===== src/rtl/vga_pkg.sv =====
// Shared VGA defaults (640x480@60), pixel format, sync polarity constants and the dim helper.
package vga_pkg;

   localparam int H_ACTIVE_DEF = 640;
   localparam int H_FP_DEF     = 16;
   localparam int H_SYNC_DEF   = 96;
   localparam int H_BP_DEF     = 48;
   localparam int V_ACTIVE_DEF = 480;
   localparam int V_FP_DEF     = 10;
   localparam int V_SYNC_DEF   = 2;
   localparam int V_BP_DEF     = 33;

   localparam int COLOR_W = 12;
   localparam int CHAN_W  = COLOR_W / 3;
   localparam logic [COLOR_W-1:0] TRANSP_KEY = 12'hF0F;

   localparam logic SYNC_ACTIVE_LOW  = 1'b0;
   localparam logic SYNC_ACTIVE_HIGH = 1'b1;

   // Halve every colour channel independently; the dropped LSB is simply truncated.
   function automatic logic [COLOR_W-1:0] dim_pixel(input logic [COLOR_W-1:0] pix);
      logic [COLOR_W-1:0] dim;
      dim = '0;
      for (int c = 0; c < 3; c++) begin
         dim[c*CHAN_W +: CHAN_W] = pix[c*CHAN_W +: CHAN_W] >> 1;
      end
      return dim;
   endfunction

endpackage


===== src/rtl/vga_timing_gen.sv =====
// Raster counters advancing on pix_ce, with combinational active-video, frame and sync-window decodes.
module vga_timing_gen #(
   parameter int H_ACTIVE = vga_pkg::H_ACTIVE_DEF,
   parameter int H_FP     = vga_pkg::H_FP_DEF,
   parameter int H_SYNC   = vga_pkg::H_SYNC_DEF,
   parameter int H_BP     = vga_pkg::H_BP_DEF,
   parameter int V_ACTIVE = vga_pkg::V_ACTIVE_DEF,
   parameter int V_FP     = vga_pkg::V_FP_DEF,
   parameter int V_SYNC   = vga_pkg::V_SYNC_DEF,
   parameter int V_BP     = vga_pkg::V_BP_DEF
) (
   input  logic       clka,
   input  logic       rst,
   input  logic       pix_ce,
   output logic [9:0] h_cnt,
   output logic [9:0] v_cnt,
   output logic       valid,
   output logic       frame_start,
   output logic       frame_end,
   output logic       hsync_win,
   output logic       vsync_win
);

   localparam int H_TOTAL = H_ACTIVE + H_FP + H_SYNC + H_BP;
   localparam int V_TOTAL = V_ACTIVE + V_FP + V_SYNC + V_BP;

   if (H_TOTAL > 1024 || V_TOTAL > 1024) begin : g_size_chk
      $error("vga_timing_gen: H_TOTAL/V_TOTAL must fit 10-bit counters");
   end

   localparam logic [9:0] H_LAST = 10'(H_TOTAL - 1);
   localparam logic [9:0] V_LAST = 10'(V_TOTAL - 1);
   localparam logic [9:0] HS_BEG = 10'(H_ACTIVE + H_FP);
   localparam logic [9:0] HS_END = 10'(H_ACTIVE + H_FP + H_SYNC - 1);
   localparam logic [9:0] VS_BEG = 10'(V_ACTIVE + V_FP);
   localparam logic [9:0] VS_END = 10'(V_ACTIVE + V_FP + V_SYNC - 1);

   logic [9:0] h_cnt_q, h_cnt_d;
   logic [9:0] v_cnt_q, v_cnt_d;
   logic       h_last, v_last;

   assign h_last = (h_cnt_q == H_LAST);
   assign v_last = (v_cnt_q == V_LAST);

   always_comb begin
      h_cnt_d = h_cnt_q;
      v_cnt_d = v_cnt_q;
      if (pix_ce) begin
         if (h_last) begin
            h_cnt_d = '0;
            v_cnt_d = v_last ? '0 : v_cnt_q + 10'd1;
         end else begin
            h_cnt_d = h_cnt_q + 10'd1;
         end
      end
   end

   always_ff @(posedge clka or negedge rst) begin
      if (!rst) begin
         h_cnt_q <= '0;
         v_cnt_q <= '0;
      end else begin
         h_cnt_q <= h_cnt_d;
         v_cnt_q <= v_cnt_d;
      end
   end

   assign h_cnt       = h_cnt_q;
   assign v_cnt       = v_cnt_q;
   assign valid       = (h_cnt_q < 10'(H_ACTIVE)) && (v_cnt_q < 10'(V_ACTIVE));
   assign frame_start = (h_cnt_q == 10'd0) && (v_cnt_q == 10'd0);
   assign frame_end   = pix_ce && h_last && v_last;
   assign hsync_win   = (h_cnt_q >= HS_BEG) && (h_cnt_q <= HS_END);
   assign vsync_win   = (v_cnt_q >= VS_BEG) && (v_cnt_q <= VS_END);

endmodule


===== src/rtl/vga_layer_compositor.sv =====
// VGA timing plus NUM_LAYERS priority compositor (enable, blink, dim, colour-key per layer).
// rgb_out, hsync and vsync are registered together, one pix_ce behind h_cnt/v_cnt.
module vga_layer_compositor #(
   parameter int H_ACTIVE     = vga_pkg::H_ACTIVE_DEF,
   parameter int H_FP         = vga_pkg::H_FP_DEF,
   parameter int H_SYNC       = vga_pkg::H_SYNC_DEF,
   parameter int H_BP         = vga_pkg::H_BP_DEF,
   parameter int V_ACTIVE     = vga_pkg::V_ACTIVE_DEF,
   parameter int V_FP         = vga_pkg::V_FP_DEF,
   parameter int V_SYNC       = vga_pkg::V_SYNC_DEF,
   parameter int V_BP         = vga_pkg::V_BP_DEF,
   parameter int NUM_LAYERS   = 4,
   parameter int COLOR_W      = vga_pkg::COLOR_W,
   parameter logic [COLOR_W-1:0] TRANSP_KEY = vga_pkg::TRANSP_KEY,
   parameter int BLINK_FRAMES = 30,
   parameter logic SYNC_POL   = vga_pkg::SYNC_ACTIVE_LOW
) (
   input  logic                          clka,
   input  logic                          rst,
   input  logic                          pix_ce,
   input  logic [NUM_LAYERS*COLOR_W-1:0] layer_pixel,
   input  logic [NUM_LAYERS-1:0]         layer_en,
   input  logic [NUM_LAYERS-1:0]         layer_key_en,
   input  logic [NUM_LAYERS-1:0]         layer_blink,
   input  logic [NUM_LAYERS-1:0]         layer_dim,
   input  logic [COLOR_W-1:0]            bg_pixel,
   output logic [9:0]                    h_cnt,
   output logic [9:0]                    v_cnt,
   output logic                          valid,
   output logic                          frame_start,
   output logic [COLOR_W-1:0]            rgb_out,
   output logic                          hsync,
   output logic                          vsync
);
   import vga_pkg::*;

   if (COLOR_W != vga_pkg::COLOR_W || BLINK_FRAMES < 1) begin : g_param_chk
      $error("vga_layer_compositor: COLOR_W must match vga_pkg and BLINK_FRAMES must be >= 1");
   end

   localparam int FC_W = (BLINK_FRAMES > 1) ? $clog2(BLINK_FRAMES) : 1;
   localparam logic [FC_W-1:0] FC_LAST = FC_W'(BLINK_FRAMES - 1);

   logic frame_end_w, hsync_win_w, vsync_win_w;

   vga_timing_gen #(
      .H_ACTIVE(H_ACTIVE), .H_FP(H_FP), .H_SYNC(H_SYNC), .H_BP(H_BP),
      .V_ACTIVE(V_ACTIVE), .V_FP(V_FP), .V_SYNC(V_SYNC), .V_BP(V_BP)
   ) u_timing (
      .clka        (clka),
      .rst         (rst),
      .pix_ce      (pix_ce),
      .h_cnt       (h_cnt),
      .v_cnt       (v_cnt),
      .valid       (valid),
      .frame_start (frame_start),
      .frame_end   (frame_end_w),
      .hsync_win   (hsync_win_w),
      .vsync_win   (vsync_win_w)
   );

   logic [FC_W-1:0]    fcnt_q, fcnt_d;
   logic               blink_q, blink_d;
   logic [COLOR_W-1:0] rgb_q, rgb_d, pix_sel;
   logic               hsync_q, hsync_d, vsync_q, vsync_d;

   // Walk from lowest priority upward so the lowest-index visible layer is the last writer.
   always_comb begin
      pix_sel = bg_pixel;
      for (int i = NUM_LAYERS - 1; i >= 0; i--) begin
         if (layer_en[i] && !(layer_blink[i] && blink_q) &&
             !(layer_key_en[i] && (layer_pixel[i*COLOR_W +: COLOR_W] == TRANSP_KEY))) begin
            pix_sel = layer_dim[i] ? dim_pixel(layer_pixel[i*COLOR_W +: COLOR_W])
                                   : layer_pixel[i*COLOR_W +: COLOR_W];
         end
      end
   end

   always_comb begin
      rgb_d   = rgb_q;
      hsync_d = hsync_q;
      vsync_d = vsync_q;
      fcnt_d  = fcnt_q;
      blink_d = blink_q;
      if (pix_ce) begin
         rgb_d   = valid ? pix_sel : '0;
         hsync_d = hsync_win_w ? SYNC_POL : ~SYNC_POL;
         vsync_d = vsync_win_w ? SYNC_POL : ~SYNC_POL;
      end
      // Frames are counted at the wrap into (0,0), so the frame leaving reset is frame 0.
      if (frame_end_w) begin
         if (fcnt_q == FC_LAST) begin
            fcnt_d  = '0;
            blink_d = ~blink_q;
         end else begin
            fcnt_d = fcnt_q + FC_W'(1);
         end
      end
   end

   always_ff @(posedge clka or negedge rst) begin
      if (!rst) begin
         fcnt_q  <= '0;
         blink_q <= 1'b0;
         rgb_q   <= '0;
         hsync_q <= ~SYNC_POL;
         vsync_q <= ~SYNC_POL;
      end else begin
         fcnt_q  <= fcnt_d;
         blink_q <= blink_d;
         rgb_q   <= rgb_d;
         hsync_q <= hsync_d;
         vsync_q <= vsync_d;
      end
   end

   assign rgb_out = rgb_q;
   assign hsync   = hsync_q;
   assign vsync   = vsync_q;

endmodule


===== config.mk =====
export PLATFORM = sky130hd
export DESIGN_NAME = vga_layer_compositor
export DESIGN_NICKNAME = d
export VERILOG_FILES = /design/src/rtl/vga_pkg.sv /design/src/rtl/vga_timing_gen.sv /design/src/rtl/vga_layer_compositor.sv
export SDC_FILE = /design/constraint.sdc
export NUM_CORES = 1
export LEC_CHECK = 0
export CAP_MARGIN = 20
export CORE_UTILIZATION = 45
export CTS_BUF_LIST = sky130_fd_sc_hd__clkbuf_16
export CTS_CLUSTER_SIZE = 16
export DETAILED_ROUTE_END_ITERATION = 8
export GPL_ROUTABILITY_DRIVEN = 0
export HOLD_SLACK_MARGIN = 0.05
export PLACE_DENSITY = 0.81
export SLEW_MARGIN = 15
export SYNTH_ARGS = -nofsm -noshare
export SYNTH_HDL_FRONTEND = slang
export SYNTH_SLANG_ARGS = --single-unit

===== constraint.sdc =====
create_clock -name clka -period 4.25 [get_ports clka]
set_clock_uncertainty 0.2 [all_clocks]
set_input_delay 1.0625 -clock clka [delete_from_list [all_inputs] [get_ports clka]]
set_output_delay 1.0625 -clock clka [all_outputs]
set_load 0.1 [all_outputs]

==> impl_summary.log <==
INFO  metric status = finished, violations left
INFO  metric failed_checks = design-rule violations
INFO  metric cts.sinks = 40
INFO  metric grt_pass1_vias = 3170
INFO  metric area_growth = 42.6%
INFO  metric end_kind = register
INFO  metric drcViolationCount = 1
INFO  metric cap_violations = 0
INFO  metric crit_path_start_kind = input port
INFO  metric postSynthCellCount = 350
INFO  metric critical_path_required = 4.19 ns
INFO  metric power.switching = 0.480 mW
INFO  metric setup_viol_count_final = 0
INFO  metric grt_max_degree = 41
INFO  metric die-area = 7330 um2
INFO  metric pin_count = 115
INFO  metric tritoncts = yes
INFO  metric antenna_cells = 0
INFO  metric achievable-frequency = 293 MHz
INFO  metric timing.setup.critical_path_class = in -> reg
INFO  metric dp.final_hpwl = 6980 um
INFO  metric seq_power_share = 33.9%
INFO  metric report.final.hold_viol_count = 0
INFO  metric drt-initial-drc-count = 210
INFO  metric global_route.overflow_total = 0
INFO  metric worstHoldPathType = reg -> reg
INFO  metric grtUsageTotal = 25.3%
INFO  metric core_area = 6760 um2
INFO  metric postRouteAntennaNets = 0
INFO  metric drt_wl_total = 8890 um
INFO  metric avgRoutedWirePerCell = 16.5 um
INFO  metric clk_root_buffer_cell = clkbuf_16
INFO  metric wire_length_of_the_first_global_routing_pass = 14800 um
INFO  metric floorplan.initialDensity = 46.6%
INFO  metric floorplan.rows = 30
INFO  metric timing.max_slew.rel_slack = 32.2%
INFO  metric synthesis.nets = 435
INFO  metric clk_transition_reported_paths = 0.05 ns
INFO  metric power.leakage = 1.89 nW
INFO  metric port_buffers = 114
INFO  metric critPathSlowestCell = o41ai_4
INFO  metric die_x = 85.6 um
INFO  metric internal_power = 0.845 mW
INFO  metric first_pass_iteration_count_of_the_detailed_router = 6
INFO  metric clkLatencyLatePin = 0.28 ns
INFO  metric asyncSetResetFlopFracSynth = 100%
INFO  metric crit_chain = clkdlybuf4s50_1 -> nand4b_1 -> o41ai_4 -> a22oi_1 -> a211oi_1 -> o22ai_1
INFO  metric cts_resized = 0
INFO  metric clock_tree.htree_level_count = 2
INFO  metric slew_at_the_pin_closest_to_its_max_slew_limit = 1.01 ns
INFO  metric post-cts-setup-buffers = 0
INFO  metric final_min_period_over_clock_period = 80.3%
INFO  metric cp_data_arrival_time = 3.35 ns
INFO  metric switching_share = 36.2%
INFO  metric vias_per_cell = 5.92
INFO  metric power_density = 295 nW/um2
INFO  metric synthesized_area_divided_by_synthesized_cell_count = 8.99 um2
INFO  metric die_h = 85.6 um
INFO  metric grt_antenna_before_repair = 0
INFO  metric crit_path_max_fanout = 15
INFO  metric ir_worst_vdd = 0.163 mV
INFO  metric synth-edff-count = 0
INFO  metric yosysWarningCount = 0
INFO  metric hold-worst-slack = 0.306 ns
INFO  metric ys_types = 59
INFO  metric critPathTopFamily = compound AO/OA/AOI/OAI gates
INFO  metric comb_power_share = 34.8%
INFO  metric worst-path-buf-inv = 1
INFO  metric design.final.nets = 542
INFO  metric final_max_slew_viol_count = 0
INFO  metric critical-path-max-stage-delay = 0.82 ns
INFO  metric grt_setup_unrepaired = false
INFO  metric synth-seq-area-share = 31.9%
INFO  metric cts_buffer_depth = 2
INFO  metric final.setup.tns = 0 ns
INFO  metric dr_total_vias = 3187
INFO  metric yosys_register_bits = 40
INFO  metric clock_power_share = 31.3%
INFO  metric cts.hold.buffers_added = 0
INFO  metric min_period = 3.41 ns
INFO  metric tritoncts.num_buffers = 5
INFO  metric final_layout_size_suffix_gt1_share = 6.99%
INFO  metric mappedNetlistArea = 3150 um2
INFO  metric flip_flop_cell_with_the_highest_count_after_synthesis = dfrtp_1
-- per-layer routing --
metal  track usage (%)  share of wire [%]
met5                 0                  0
met4              8.64                2.4
met3              5.00                6.7
met2              45.0                 50
met1              30.5                 41
-- kinds of logic after synthesis --
kind of cell / synth area share, %
flip-flops: 31.9
XOR/XNOR: 4.18
adder cells (fa/ha/maj): 2.39
multiplexers: 13.6
buffers and inverters: 5.61
AO/OA/AOI/OAI: 18.5
AND/OR/NAND/NOR: 23.9
-- cell usage in the layout, fill, tap and decap left out, types with 3 or more instances in the layout --
cell | Yosys | layout
a21oi_1 | 4 | 4
xor2_1 | 9 | 9
nor4_1 | 6 | 6
nor3_1 | 10 | 10
mux2_2 | 4 | 4
buf_4 | 2 | 5
nor2b_1 | 6 | 6
o21ai_0 | 14 | 14
a22oi_1 | 7 | 7
o22ai_1 | 9 | 9
nand3_1 | 14 | 14
ha_1 | 6 | 6
nor2_1 | 25 | 25
nand3b_1 | 3 | 3
dfrtp_1 | 38 | 38
clkbuf_16 | 0 | 5
inv_1 | 27 | 27
a221oi_1 | 3 | 3
mux2i_1 | 37 | 37
a311o_1 | 3 | 3
o32a_1 | 3 | 3
a221o_1 | 6 | 6
xnor2_1 | 6 | 6
o32ai_1 | 3 | 3
a211oi_1 | 6 | 6
or3b_2 | 3 | 3
clkdlybuf4s50_1 | 0 | 111
o21bai_1 | 4 | 4
nand2b_1 | 5 | 5
nand2_1 | 21 | 21
o2111ai_1 | 3 | 3
nand4_1 | 11 | 11
nand4bb_1 | 4 | 4
-- flip-flops by register name (all words and copies together), names as in the netlist --
name	flops
u_timing.h_cnt	10
blink_q	1
fcnt_q	5
vsync	1
u_timing.v_cnt	10
hsync	1
rgb_out	12
-- layout make-up --
cell class | instances | area [um2]
fill | 566 | 2270
clock inverter | 3 | 37.5
sequential | 40 | 1000
multi-input combinational | 266 | 1970
clock buffer | 5 | 125
timing repair buffer | 117 | 1150
inverter | 27 | 101
tap | 80 | 100
-- power groups by stage --
stage	registers (mW)	logic, mW	clock network [mW]
6_report	0.449	0.461	0.415
5_1_grt	0.454	0.490	0.436
4_1_cts	0.449	0.462	0.420
3_5_place_dp	0.455	0.460	0
3_3_place_gp	0.454	0.454	0
2_1_floorplan	0.613	0.131	0
-- cell usage after synthesis (all sizes together) (2+ instances only) --
library cell | count | area share (%)
or2 | 3 | 0.60
xnor2 | 6 | 1.7
o21bai | 4 | 0.95
nor3 | 10 | 1.6
o32ai | 3 | 0.84
a21boi | 2 | 0.84
and2 | 2 | 0.40
or3b | 3 | 0.84
nand4 | 11 | 2.2
o21ai | 16 | 2.5
a22oi | 7 | 1.7
nand2 | 21 | 2.5
o22ai | 9 | 1.8
a311o | 3 | 0.95
and3 | 2 | 0.40
nor2b | 6 | 1.2
o41ai | 2 | 1.2
inv | 27 | 3.2
dfrtp | 38 | 30
nand3b | 3 | 0.72
mux2i | 37 | 12
buf | 6 | 1.1
o2111ai | 3 | 0.84
nand4b | 2 | 0.56
nand4bb | 4 | 1.4
clkbuf | 11 | 1.3
a21oi | 5 | 0.91
a221oi | 3 | 0.84
xor2 | 9 | 2.5
nor2 | 26 | 3.2
nand3 | 14 | 2.2
and4 | 2 | 0.56
mux2 | 5 | 1.8
nand2b | 5 | 0.99
a221o | 6 | 1.9
nor4 | 10 | 3.3
dfstp | 2 | 1.7
a211oi | 7 | 1.8
o32a | 3 | 0.95
ha | 6 | 2.4
-- worst min-delay path: stages, from the launching register on --
cell     delay (ns)
dfstp_2        0.37
nor2_1         0.09
a21oi_1        0.05
-- through the flow --
step / total power, mW / std cells / utilization (%) / setup slack (ns) / area [um2]
2_1_floorplan: 0.743 / 350 / - / 0.456 / 3150
3_3_place_gp: 0.908 / 530 / 64.0 / 0.614 / 4330
3_5_place_dp: 0.915 / 530 / 64.0 / 0.608 / 4330
4_1_cts: 1.33 / 538 / 66.4 / 0.853 / 4490
5_1_grt: 1.38 / 538 / 66.4 / 0.748 / 4490
6_report: 1.33 / 538 / 66.4 / 0.835 / 4490
-- path summary, 6_finish.rpt --
path	to	depth (start not counted)	from	slack, ns
max	rgb_out[1]	6	layer_pixel[37]	0.84
min	hsync	2	hsync	0.31
max reg2reg	fcnt_q[1]	7	u_timing.v_cnt[0]	1.68
min reg2reg	hsync	2	hsync	0.31
max in group asynchronous	rgb_out[5]	1	rst	2.59
min in group asynchronous	u_timing.h_cnt[7]	1	rst	0.70
(Power assumes the default switching activity.)
